==> src/rtl/bht_ghr_ctrl_pkg.sv <==
// bht_ghr_ctrl_pkg: shared history types and default sizes for the GHR controller.
package bht_ghr_ctrl_pkg;
  localparam int GHR_BITS    = 4;
  localparam int NR_GHR_CKPT = 8;
  typedef logic [GHR_BITS-1:0] ghr_t;
  typedef struct packed {
    logic valid;
    logic taken;
    logic mispredict;
  } bht_ghr_resolve_t;
endpackage

==> src/rtl/bht_ghr_ctrl_ckpt_fifo.sv <==
// ghr_ckpt_fifo: in-order checkpoint FIFO of history snapshots; clear wins over push/pop.
module ghr_ckpt_fifo #(
  parameter int WIDTH = 4,
  parameter int DEPTH = 8
) (
  input  logic                     clk_i,
  input  logic                     rst_ni,
  input  logic                     clear,
  input  logic                     push,
  input  logic                     pop,
  input  logic [WIDTH-1:0]         push_data,
  output logic [WIDTH-1:0]         head,
  output logic [$clog2(DEPTH):0]   count,
  output logic                     full,
  output logic                     empty
);
  localparam int AW = $clog2(DEPTH);
  logic [WIDTH-1:0] mem [DEPTH];
  logic [AW-1:0] rd, wr;
  logic do_push, do_pop;
  assign full    = count == (AW+1)'(DEPTH);
  assign empty   = count == '0;
  assign head    = mem[rd];
  assign do_push = push && !full;
  assign do_pop  = pop && !empty;
  always_ff @(posedge clk_i or negedge rst_ni) begin
    if (!rst_ni) begin
      mem   <= '{default: '0};
      rd    <= '0;
      wr    <= '0;
      count <= '0;
    end else if (clear) begin
      rd    <= wr;
      count <= '0;
    end else begin
      if (do_push) mem[wr] <= push_data;
      wr    <= do_push ? wr + AW'(1) : wr;
      rd    <= do_pop ? rd + AW'(1) : rd;
      count <= count + (AW+1)'(do_push) - (AW+1)'(do_pop);
    end
  end
endmodule

==> src/rtl/bht_ghr_ctrl.sv <==
// bht_ghr_ctrl: speculative/committed global history with per-branch checkpoints for the BHT.
// Optional perf counters are enabled with BHT_GHR_PERF_CNT_EN.
module bht_ghr_ctrl
  import bht_ghr_ctrl_pkg::*;
#(
  parameter int GHR_BITS = bht_ghr_ctrl_pkg::GHR_BITS,
  parameter int NR_CKPT  = bht_ghr_ctrl_pkg::NR_GHR_CKPT
) (
  input  logic                       clk_i,
  input  logic                       rst_ni,
  input  logic                       flush_i,
  input  logic                       debug_mode_i,
  input  logic                       predict_valid_i,
  input  logic                       predict_taken_i,
  output logic                       predict_ready_o,
  output logic [GHR_BITS-1:0]        ghr_o,
  input  logic                       resolve_valid_i,
  input  logic                       resolve_taken_i,
  input  logic                       resolve_mispredict_i,
  output logic [GHR_BITS-1:0]        update_ghr_o,
  output logic                       update_valid_o,
  output logic [$clog2(NR_CKPT):0]   ckpt_count_o
`ifdef BHT_GHR_PERF_CNT_EN
  ,
  output logic [31:0]                perf_resolve_cnt_o,
  output logic [31:0]                perf_mispredict_cnt_o
`endif
);
  localparam int CW = $clog2(NR_CKPT) + 1;
  bht_ghr_resolve_t res;
  logic [GHR_BITS-1:0] spec_q, spec_d, commit_q, commit_d, commit_sh;
  logic pred_acc, mis, empty, full;
  assign res             = '{valid: resolve_valid_i, taken: resolve_taken_i, mispredict: resolve_mispredict_i};
  assign ghr_o           = spec_q;
  assign predict_ready_o = ckpt_count_o != CW'(NR_CKPT);
  assign update_valid_o  = res.valid && !empty && !debug_mode_i;
  assign pred_acc        = predict_valid_i && predict_ready_o && !debug_mode_i;
  assign mis             = update_valid_o && res.mispredict;
  assign commit_sh       = {commit_q[GHR_BITS-2:0], res.taken};
  // A mispredict rebuilds history from the committed copy; younger predicts are squashed.
  always_comb begin
    spec_d   = flush_i ? commit_q :
               mis     ? commit_sh :
               pred_acc ? {spec_q[GHR_BITS-2:0], predict_taken_i} : spec_q;
    commit_d = (update_valid_o && !flush_i) ? commit_sh : commit_q;
  end
  always_ff @(posedge clk_i or negedge rst_ni) begin
    if (!rst_ni) begin
      spec_q   <= '0;
      commit_q <= '0;
    end else begin
      spec_q   <= spec_d;
      commit_q <= commit_d;
    end
  end
  ghr_ckpt_fifo #(.WIDTH(GHR_BITS), .DEPTH(NR_CKPT)) u_fifo (
    .clk_i     (clk_i),
    .rst_ni    (rst_ni),
    .clear     (flush_i || mis),
    .push      (pred_acc),
    .pop       (update_valid_o),
    .push_data (spec_q),
    .head      (update_ghr_o),
    .count     (ckpt_count_o),
    .full      (full),
    .empty     (empty)
  );
`ifdef BHT_GHR_PERF_CNT_EN
  always_ff @(posedge clk_i or negedge rst_ni) begin
    if (!rst_ni) begin
      perf_resolve_cnt_o    <= '0;
      perf_mispredict_cnt_o <= '0;
    end else begin
      perf_resolve_cnt_o    <= perf_resolve_cnt_o + 32'(update_valid_o);
      perf_mispredict_cnt_o <= perf_mispredict_cnt_o + 32'(mis);
    end
  end
`endif
endmodule

==> config.mk <==
export PLATFORM = sky130hd
export DESIGN_NAME = bht_ghr_ctrl
export DESIGN_NICKNAME = d
export VERILOG_FILES = /design/src/rtl/bht_ghr_ctrl_pkg.sv /design/src/rtl/bht_ghr_ctrl_ckpt_fifo.sv /design/src/rtl/bht_ghr_ctrl.sv
export SDC_FILE = /design/constraint.sdc
export NUM_CORES = 1
export LEC_CHECK = 0
export ABC_AREA = 0
export BUFFER_PORTS_ARGS = -buffer_cell sky130_fd_sc_hd__buf_2
export CORE_ASPECT_RATIO = 0.5
export CORE_MARGIN = 3
export CORE_UTILIZATION = 31
export DETAILED_ROUTE_END_ITERATION = 10
export GPL_ROUTABILITY_DRIVEN = 1
export GPL_TIMING_DRIVEN = 0
export SYNTH_ARGS = -nofsm -noshare
export SYNTH_HDL_FRONTEND = slang
export SYNTH_SLANG_ARGS = --single-unit
==> constraint.sdc <==
create_clock -name clk_i -period 2.95 [get_ports clk_i]
set_input_delay 0.59 -clock clk_i [delete_from_list [all_inputs] [get_ports clk_i]]
set_output_delay 0.59 -clock clk_i [all_outputs]
set_load 0.01 [all_outputs]
## After elaboration in Yosys (flattened, before gate mapping)

Cells that the tools add are included.
Widths: inputs -> output; s select.

- Word-level logic and storage cells: 55
- Memory bits (read-only): 0
- Input port bits: 9
- Flip-flop bits (word level): 50
- RAM bits: 0
- Output and inout port bits: 14
- Bits in latches: 0
- Memories kept: 0

- Equality and inequality tests: 2
- Divide/modulo/power cells: 0
- Magnitude comparators: 3
- Add/subtract/negate cells: 4
- Bitwise logic cells: 3
- Multiply operators: 0
- Shift-type cells: 0
- Reductions and logical operators: 18
- Mux-type cells: 12

Operator list:

| cell | number |
|---|---|
| $bwmux 32 | 1 |
| $mux 4 | 7 |
| $bmux 4 s3 | 1 |
| $demux 4 s3 | 1 |
| $logic_and 1x1->1 | 9 |
| $ge 4x4->1 const B | 2 |
| $not 3->4 | 2 |
| $add 3x1->3 const B | 2 |
| $mux 3 | 2 |
| $add 4x1->4 | 1 |
| $eq 4x4->1 const B | 1 |
| $logic_not 1->1 | 4 |
| $logic_not 4->1 | 1 |
| $lt 4x1->1 const B | 1 |
| $ne 4x4->1 const B | 1 |
| $sub 4x1->4 | 1 |
| $reduce_bool 3->1 | 1 |
| $reduce_and 2->1 | 1 |
| $reduce_bool 2->1 | 1 |
| $logic_or 1x1->1 | 1 |
| $not 1->1 | 1 |

## Longest topological paths before layout

Gate-level depths: netlist of the first run.

- Depth in word-level cells: 8
- Mapped depth: 13
- Gate-level depth less buffers: 11

## Cells and area by module

A second synthesis of the first run with hierarchy kept.

- Cells, all modules: 197
- Area total of the unflattened synthesis: 2743.9 um^2

Modules (own cells, without submodules):

| module | cells each | area each (um^2) | times used |
|---|---|---|---|
| ghr_ckpt_fifo | 151 | 2224.6 | 1 |
| bht_ghr_ctrl | 46 | 519.2 | 1 |

## Worst setup path after synthesis of the first run

No wires, ideal clock.

- Path type: reg-to-reg
- From: register u_fifo.count[2]
- To: register u_fifo.count[2]
- Arrival: 2.521 ns
- Required time: 2.829 ns
- Slack: 0.309 ns
- Period minus slack after synthesis: 2.641 ns
- Path buffers: 2
- Stages on the path, launching flop included: 13
- Cells stage by stage: dfrtp_1 > inv_1 > ha_1 > or3b_1 > buf_2 > and3_2 > clkbuf_1 > ha_1 > inv_1 > ha_1 > fa_1 > xnor2_1 > nor2_1

- Word-level cells in the longest chain between the ends: 7
- Elaborated cells on any way between the ends: 16
- Classes of those cells: add/sub: 2; eq/ne: 2; mux: 1; reduce/logical: 11

RTL lines:

| item | RTL line | RTL |
|---|---|---|
| start, declared | bht_ghr_ctrl_ckpt_fifo.sv:13 | `output logic [$clog2(DEPTH):0] count,` |
| start signal, assigned | bht_ghr_ctrl_ckpt_fifo.sv:39 | `count <= count + (AW+1)'(do_push) - (AW+1)'(do_pop);` |
| $ne 4x4->1 / $logic_not 4->1 (equally long branches) | bht_ghr_ctrl.sv:35, bht_ghr_ctrl_ckpt_fifo.sv:22 |  |
| $logic_and 1x1->1 / $logic_not 1->1 (equally long branches) | bht_ghr_ctrl.sv:37, bht_ghr_ctrl_ckpt_fifo.sv:25, bht_ghr_ctrl.sv:36 |  |
| $logic_and 1x1->1, on equally long branches | bht_ghr_ctrl.sv:37, bht_ghr_ctrl.sv:36 |  |
| $logic_and 1x1->1, on equally long branches | bht_ghr_ctrl_ckpt_fifo.sv:24, bht_ghr_ctrl.sv:36 |  |
| $add 4x1->4 (tied with other cells) | bht_ghr_ctrl_ckpt_fifo.sv:39 |  |
| $sub 4x1->4 / $logic_or 1x1->1 (equally long branches) | bht_ghr_ctrl_ckpt_fifo.sv:39, bht_ghr_ctrl.sv:59 |  |
| $mux 4 * | bht_ghr_ctrl_ckpt_fifo.sv:32 | `end else if (clear) begin` |

Mark *: on every way between the ends. The rest lies on a longest branch, timed or not.
A chain may end at the register's enable or synchronous reset.

## Worst setup path after layout of the first run

Same ends and word-level chain as after synthesis.

==> impl_metrics.csv, run 1 <==
group,metric,value,unit
route,final_antenna_net_count,0,
cts,clockBufferDepth,2,
route,routed_wl,5.052,mm
floorplanning,start_util,33.36,%
route,vias,1591,
cts,clock_latency,0.29,ns
final_layout,n_antenna_cell,0,
min_path,hp-class,"flop to flop",
logic_synthesis,yosys.area_share.simple,9.363,%
sta,rsz0062_at_grt,"false",
cts,cts_buffers,5,
global_route,antenna_found_initial,0,
global_route,grt_max_degree,51,
logic_synthesis,syn_inst,193,
cts,cts_setup_buffers,0,
sta,finalHoldViolations,0,
cts,cts_tree,"done",
placed_design,gp_congestion,0.7842,
run_status,status,"complete, no violations",
logic_synthesis,synth_mux_area_share,27.50,%
route,drc,0,
placed_design,dp_hpwl,3.652,mm
logic_synthesis,ys_types,36,
setup_path,crit_chain,"inv_1, ha_1, or3b_1, buf_2, and3_2, clkbuf_1, ha_1, inv_1, ha_1, fa_1, xnor2_1, nor2_1",
route,wl_per_cell,15.31,um
logic_synthesis,yosys_warnings,0,
setup_path,critPathArrivalTime,2.96,ns
floorplanning,die-area,0.009425,sq mm
floorplanning,die-height,70.17,um
logic_synthesis,syn_avg_cell_area,13.23,sq um
power_and_ir_drop,power_density,979.3,mW/mm^2
sta,tightest_slew,1.116,ns
power_and_ir_drop,power.leakage,0.001385,uW
floorplanning,die_w,134.3,um
floorplanning,coreArea,0.007652,sq mm
floorplanning,ios,23,
global_route,grt.total_usage,11.75,%
logic_synthesis,synth_compound_area_share,4.265,%
final_layout,drive_gt1_share,39.19,%
final_layout,regArea,0.001251,sq mm
cts,cts_hold_buf,0,
cts,root_buffer,"clkbuf_16",
sta,post-route-period-util,94.32,%
sta,skew,0.006846,ns
final_layout,fillers,751,
sta,setup_tns,0,ns
final_layout,fin_nets,239,
setup_path,timing.critical_path.from_type,"flop",
route,firstDrtPassIters,4,
global_route,grt_first_pass_wirelength,8.556,mm
sta,fmax,359.4,MHz
logic_synthesis,ys_ff_latch,50,
global_route,grt_pass1_vias,1646,
setup_path,critPathMaxStageDelay,0.39,ns
setup_path,crit_top_cell,"ha_1",
route,drt_iter0_drc,88,
cts,htreeDepth,2,
power_and_ir_drop,power.total,2883,uW
setup_path,crit_path_max_fanout,7,
route,routed_via_density,4.821,
final_layout,multiInputGateArea,0.001205,sq mm
setup_path,slowest_stage,"fa_1",
logic_synthesis,synthesis.nets,211,
job,cap_violations,0,
cts,cts_resized,0,
sta,drv_slew,0,
logic_synthesis,synth_top_family_by_area,"multiplexers",
final_layout,syn_to_final_growth,15.34,%
placed_design,port-buffer-count,21,
global_route,grt_overflow,0,
sta,min_period,2.782,ns
logic_synthesis,yosysSeqAreaShare,49.02,%
sta,finalSetupViolations,0,
setup_path,critical_path_required,3.12,ns
setup_path,path_class,"flop to flop",
logic_synthesis,synth_xor_area_share,1.373,%
cts,cts_sinks,50,
logic_synthesis,yosys.area_share.adder,4.706,%
sta,maxSlewHeadroom,25.59,%
logic_synthesis,syn_area,0.002552,sq mm
power_and_ir_drop,irDropWorstVdd,286.2,uV
floorplanning,rows,22,
setup_path,critPathCaptureType,"flop",
cts,clk_pin_slew,0.07,ns
per-stage QoR:
stage                     hold WS (ns)  worst slack, ns  util, %  std cells  instance area [sq um]
final                           0.5038           0.1676    38.47        330                   2944
after global routing            0.5186          0.02965    38.47        330                   2944
after CTS                       0.5026           0.1428    38.47        330                   2944
after detailed placement        0.4881           0.1529    36.49        322                   2793
after global placement          0.4823           0.2016    36.49        322                   2793
after floorplan                 0.2944           0.3088        -        193                   2552
final timing paths:
check	from	to	slack [ns]	depth (start not counted)
worst max-delay path	u_fifo.count[2]	u_fifo.count[2]	0.17	12
min in group asynchronous	rst_ni	u_fifo.mem[3]	0.52	1
worst min-delay path	u_fifo.mem[6]	u_fifo.mem[6]	0.50	1
worst min register to register	u_fifo.mem[6]	u_fifo.mem[6]	0.50	1
worst max register to register	u_fifo.count[2]	u_fifo.count[2]	0.17	12
max in group asynchronous	rst_ni	u_fifo.count[3]	1.74	1
registers in the layout (all words and copies together), names as in the netlist:
| signal | cells |
|---|---|
| u_fifo.wr | 3 |
| u_fifo.mem | 32 |
| commit_q | 4 |
| u_fifo.rd | 3 |
| u_fifo.count | 4 |
| ghr_o | 4 |
worst max-delay path, delay by kind of cell, from the launching register on:
| family | cells | cell delay (ns) |
|---|---|---|
| xor+xnor | 1 | 0.16 |
| fa+ha+maj | 4 | 1.06 |
| buf+inv | 4 | 0.48 |
| flops | 1 | 0.37 |
| simple gates | 3 | 0.60 |
Yosys cell counts:
cell type / number / area [sq um]
nand3_1: 2 / 10.01
xnor2_1: 2 / 17.52
mux2i_1: 6 / 60.06
nand2_1: 1 / 3.750
nor3b_1: 1 / 7.510
a221oi_1: 4 / 35.03
buf_2: 2 / 10.01
fa_1: 1 / 20.02
and4b_2: 2 / 22.52
buf_1: 4 / 15.01
or2_2: 1 / 6.260
inv_1: 13 / 48.80
nand4_1: 2 / 12.51
o2bb2ai_1: 2 / 17.52
o22a_1: 2 / 17.52
a21o_1: 1 / 7.510
a41oi_1: 1 / 8.760
xor2_1: 2 / 17.52
or3b_1: 1 / 8.760
nor2b_1: 2 / 12.51
ha_1: 8 / 100.1
mux4_2: 8 / 180.2
nor3_1: 6 / 30.03
a21oi_1: 2 / 10.01
and2_2: 1 / 7.510
nor2_1: 6 / 22.52
dfrtp_1: 50 / 1251
a211oi_2: 1 / 12.51
and3_1: 1 / 6.260
nand2b_1: 1 / 6.260
clkbuf_1: 6 / 22.52
and3b_1: 4 / 35.03
nand2b_4: 1 / 13.76
and2_1: 3 / 18.77
mux2_2: 41 / 461.7
and3_2: 2 / 15.01
layer usage:
layer	wire length (um)	track usage, %
met1	2415	15.52
met4	79	4.740
met2	2378	18.85
met3	178	2.518
met5	0	0
placed cells by master, fill, tap and decap left out, drive strengths merged, types with 3 or more instances in the layout:
master and count:
a221oi 4, and2 4, and3 3, and3b 4, buf 27, clkbuf 13, dfrtp 50, ha 8
inv 14, mux2 41, mux2i 6, mux4 8, nor2 6, nor3 6
report_power, final:
part	internal, uW	total, uW	switching [uW]	leakage [uW]
registers	966	1150	184	0.000645
logic	616	1150	535	0.000666
clock network	341	583	242	0.0000745
logic make-up after synthesis:
logic type                 after synthesis
and+or+nand+nor                         37
buffers and inverters                   25
xor gates and xnor gates                 4
AOI/OAI and AO/OA                       13
DFF                                     50
adders and majority gates                9
muxes                                   55
area by class of cell:
type                       instances  share of cell area, %
inverter                          13                  1.657
tap                              108                  4.590
buffer                            12                  1.615
clock inverter                     1                 0.2975
sequential                        50                  42.50
clock buffer                       7                  4.845
multi-input combinational        118                  40.93
timing repair buffer              21                  3.570
No activity file was read; power rests on OpenSTA's default activity.
==> inputs of run 2 (changes only) <==
Settings changed: CELL_PAD_IN_SITES_DETAIL_PLACEMENT set to 1, CELL_PAD_IN_SITES_GLOBAL_PLACEMENT set to 2, HOLD_SLACK_MARGIN set to 0.05, PLACE_DENSITY_LB_ADDON set to 0.1.
==> impl_metrics.csv, run 2 (synthesis results as in run 1) <==
group,metric,value,unit
run_status,status,"complete, no violations",
route,routed_wl,5.770,mm
setup_path,crit_path_max_fanout,7,
global_route,grt_first_pass_wirelength,9.542,mm
job,cap_violations,0,
setup_path,path_class,"flop to flop",
floorplanning,die-height,70.17,um
sta,finalSetupViolations,0,
final_layout,post-route-util,38.75,%
cts,clock_latency,0.29,ns
global_route,grt_overflow,0,
final_layout,final_cell_mix,"50 x dfrtp_1, 41 x mux2_2, 23 x buf_2, 13 x inv_1",
cts,cts_hold_buf,0,
route,drc,0,
sta,rsz0062_at_grt,"false",
sta,tightest_slew,0.6994,ns
cts,htreeDepth,2,
sta,hold_slack,0.2097,ns
placed_design,gp_congestion,0.6993,
cts,cts_setup_buffers,0,
setup_path,crit_buf_inv,3,
final_layout,drive_gt1_share,40.09,%
route,wl_per_cell,17.48,um
power_and_ir_drop,power.leakage,0.001396,uW
final_layout,largest_register_ffs,32,
global_route,grt.total_usage,13.28,%
floorplanning,rows,22,
global_route,antenna_found_initial,0,
sta,maxSlewHeadroom,53.38,%
floorplanning,die-area,0.009425,sq mm
setup_path,crit_chain,"inv_1, ha_1, or3b_1, buf_2, and3_2, ha_1, inv_1, ha_1, fa_1, xnor2_1, nor2_1",
power_and_ir_drop,power_density,987.7,mW/mm^2
setup_path,timing.critical_path.from_type,"flop",
route,firstDrtPassIters,4,
placed_design,dpl_cell_area,0.002793,sq mm
sta,skew,0.005544,ns
final_layout,top_register,"u_fifo.mem",
floorplanning,coreArea,0.007652,sq mm
power_and_ir_drop,irDropWorstVdd,255.9,uV
final_layout,n_antenna_cell,0,
cts,clockBufferDepth,2,
route,drt_iter0_drc,66,
sta,post-route-period-util,91.78,%
final_layout,final_cell_area,0.002965,sq mm
floorplanning,start_util,33.36,%
sta,finalHoldViolations,0,
setup_path,path_delay_family,"adder cells",
sta,setup_tns,0,ns
global_route,grt_pass1_vias,1755,
placed_design,port-buffer-count,21,
setup_path,critical_path_required,3.13,ns
setup_path,crit_top_cell,"ha_1",
sta,fmax,369.3,MHz
setup_path,critPathMaxStageDelay,0.39,ns
final_layout,syn_to_final_growth,16.18,%
global_route,grt_max_degree,51,
sta,drv_slew,0,
floorplanning,ios,23,
route,routed_via_density,4.900,
final_layout,final_common_cell,"dfrtp_1",
setup_path,critPathCaptureType,"flop",
placed_design,dpl.cell_count,322,
cts,cts_sinks,50,
floorplanning,die_w,134.3,um
cts,cts_tree,"done",
placed_design,dp_hpwl,4.098,mm
route,vias,1617,
sta,min_period,2.708,ns
route,final_antenna_net_count,0,
cts,clk_pin_slew,0.07,ns
final_layout,fin_nets,239,
cts,root_buffer,"clkbuf_16",
setup_path,slowest_stage,"fa_1",
min_path,hp-class,"input port to async pin",
final_layout,final_cell_count_no_fill,330,
cts,cts_buffers,5,
setup_path,critPathArrivalTime,2.88,ns
==> run 2: area by class of cell <==
class                   count  area, sq um
clock inverters             2        17.52
fillers                   849         4687
flip-flops and latches     50         1251
inverters                  13        48.80
well taps                 108        135.1
plain buffers              11        43.79
clock buffers               6        138.9
multi-input cells         118         1205
repair buffers             22        125.1
==> run 2: power by group <==
| group | switching (uW) | internal (uW) |
|---|---|---|
| clock network | 260 | 341 |
| registers | 187 | 965 |
| logic | 556 | 619 |
| total | 1000 | 1930 |
==> run 2: final timing paths <==
| path | to | cells past startpoint | slack [ns] | start |
|---|---|---|---|---|
| min reg2reg | u_fifo.mem[20] | 1 | 0.50 | u_fifo.mem[20] |
| max in group asynchronous | u_fifo.count[1] | 2 | 2.20 | rst_ni |
| max reg2reg | u_fifo.count[2] | 11 | 0.24 | u_fifo.count[2] |
| min in group clk_i | u_fifo.mem[20] | 1 | 0.50 | u_fifo.mem[20] |
| min | u_fifo.mem[15] | 1 | 0.21 | rst_ni |
| max | u_fifo.count[2] | 11 | 0.24 | u_fifo.count[2] |
==> run 2: timing repair <==
item / 4_1_cts / 5_1_grt
gates resized for setup: 0 / 0
hold endpoints to repair: 0 / 0
setup endpoints to repair: 0 / 1
==> run 2: per-stage QoR <==
step,total power (uW),setup slack (ns)
after floorplan,1985,0.3088
after CTS,2990,0.04238
after detailed placement,2369,0.06948
after global placement,2310,0.08659
after global routing,3172,0.08258
final,2929,0.2425
==> run 2: metal layers <==
layer / track usage [%] / up-vias / routed length, um / part of all wire [%]
li1: - / 755 / - / -
met1: 18.39 / 837 / 2879 / 50
met2: 21.19 / 19 / 2659 / 46
met3: 3.381 / 6 / 183 / 3.2
met4: 2.709 / 0 / 48 / 0.83
met5: 0 / - / 0 / 0
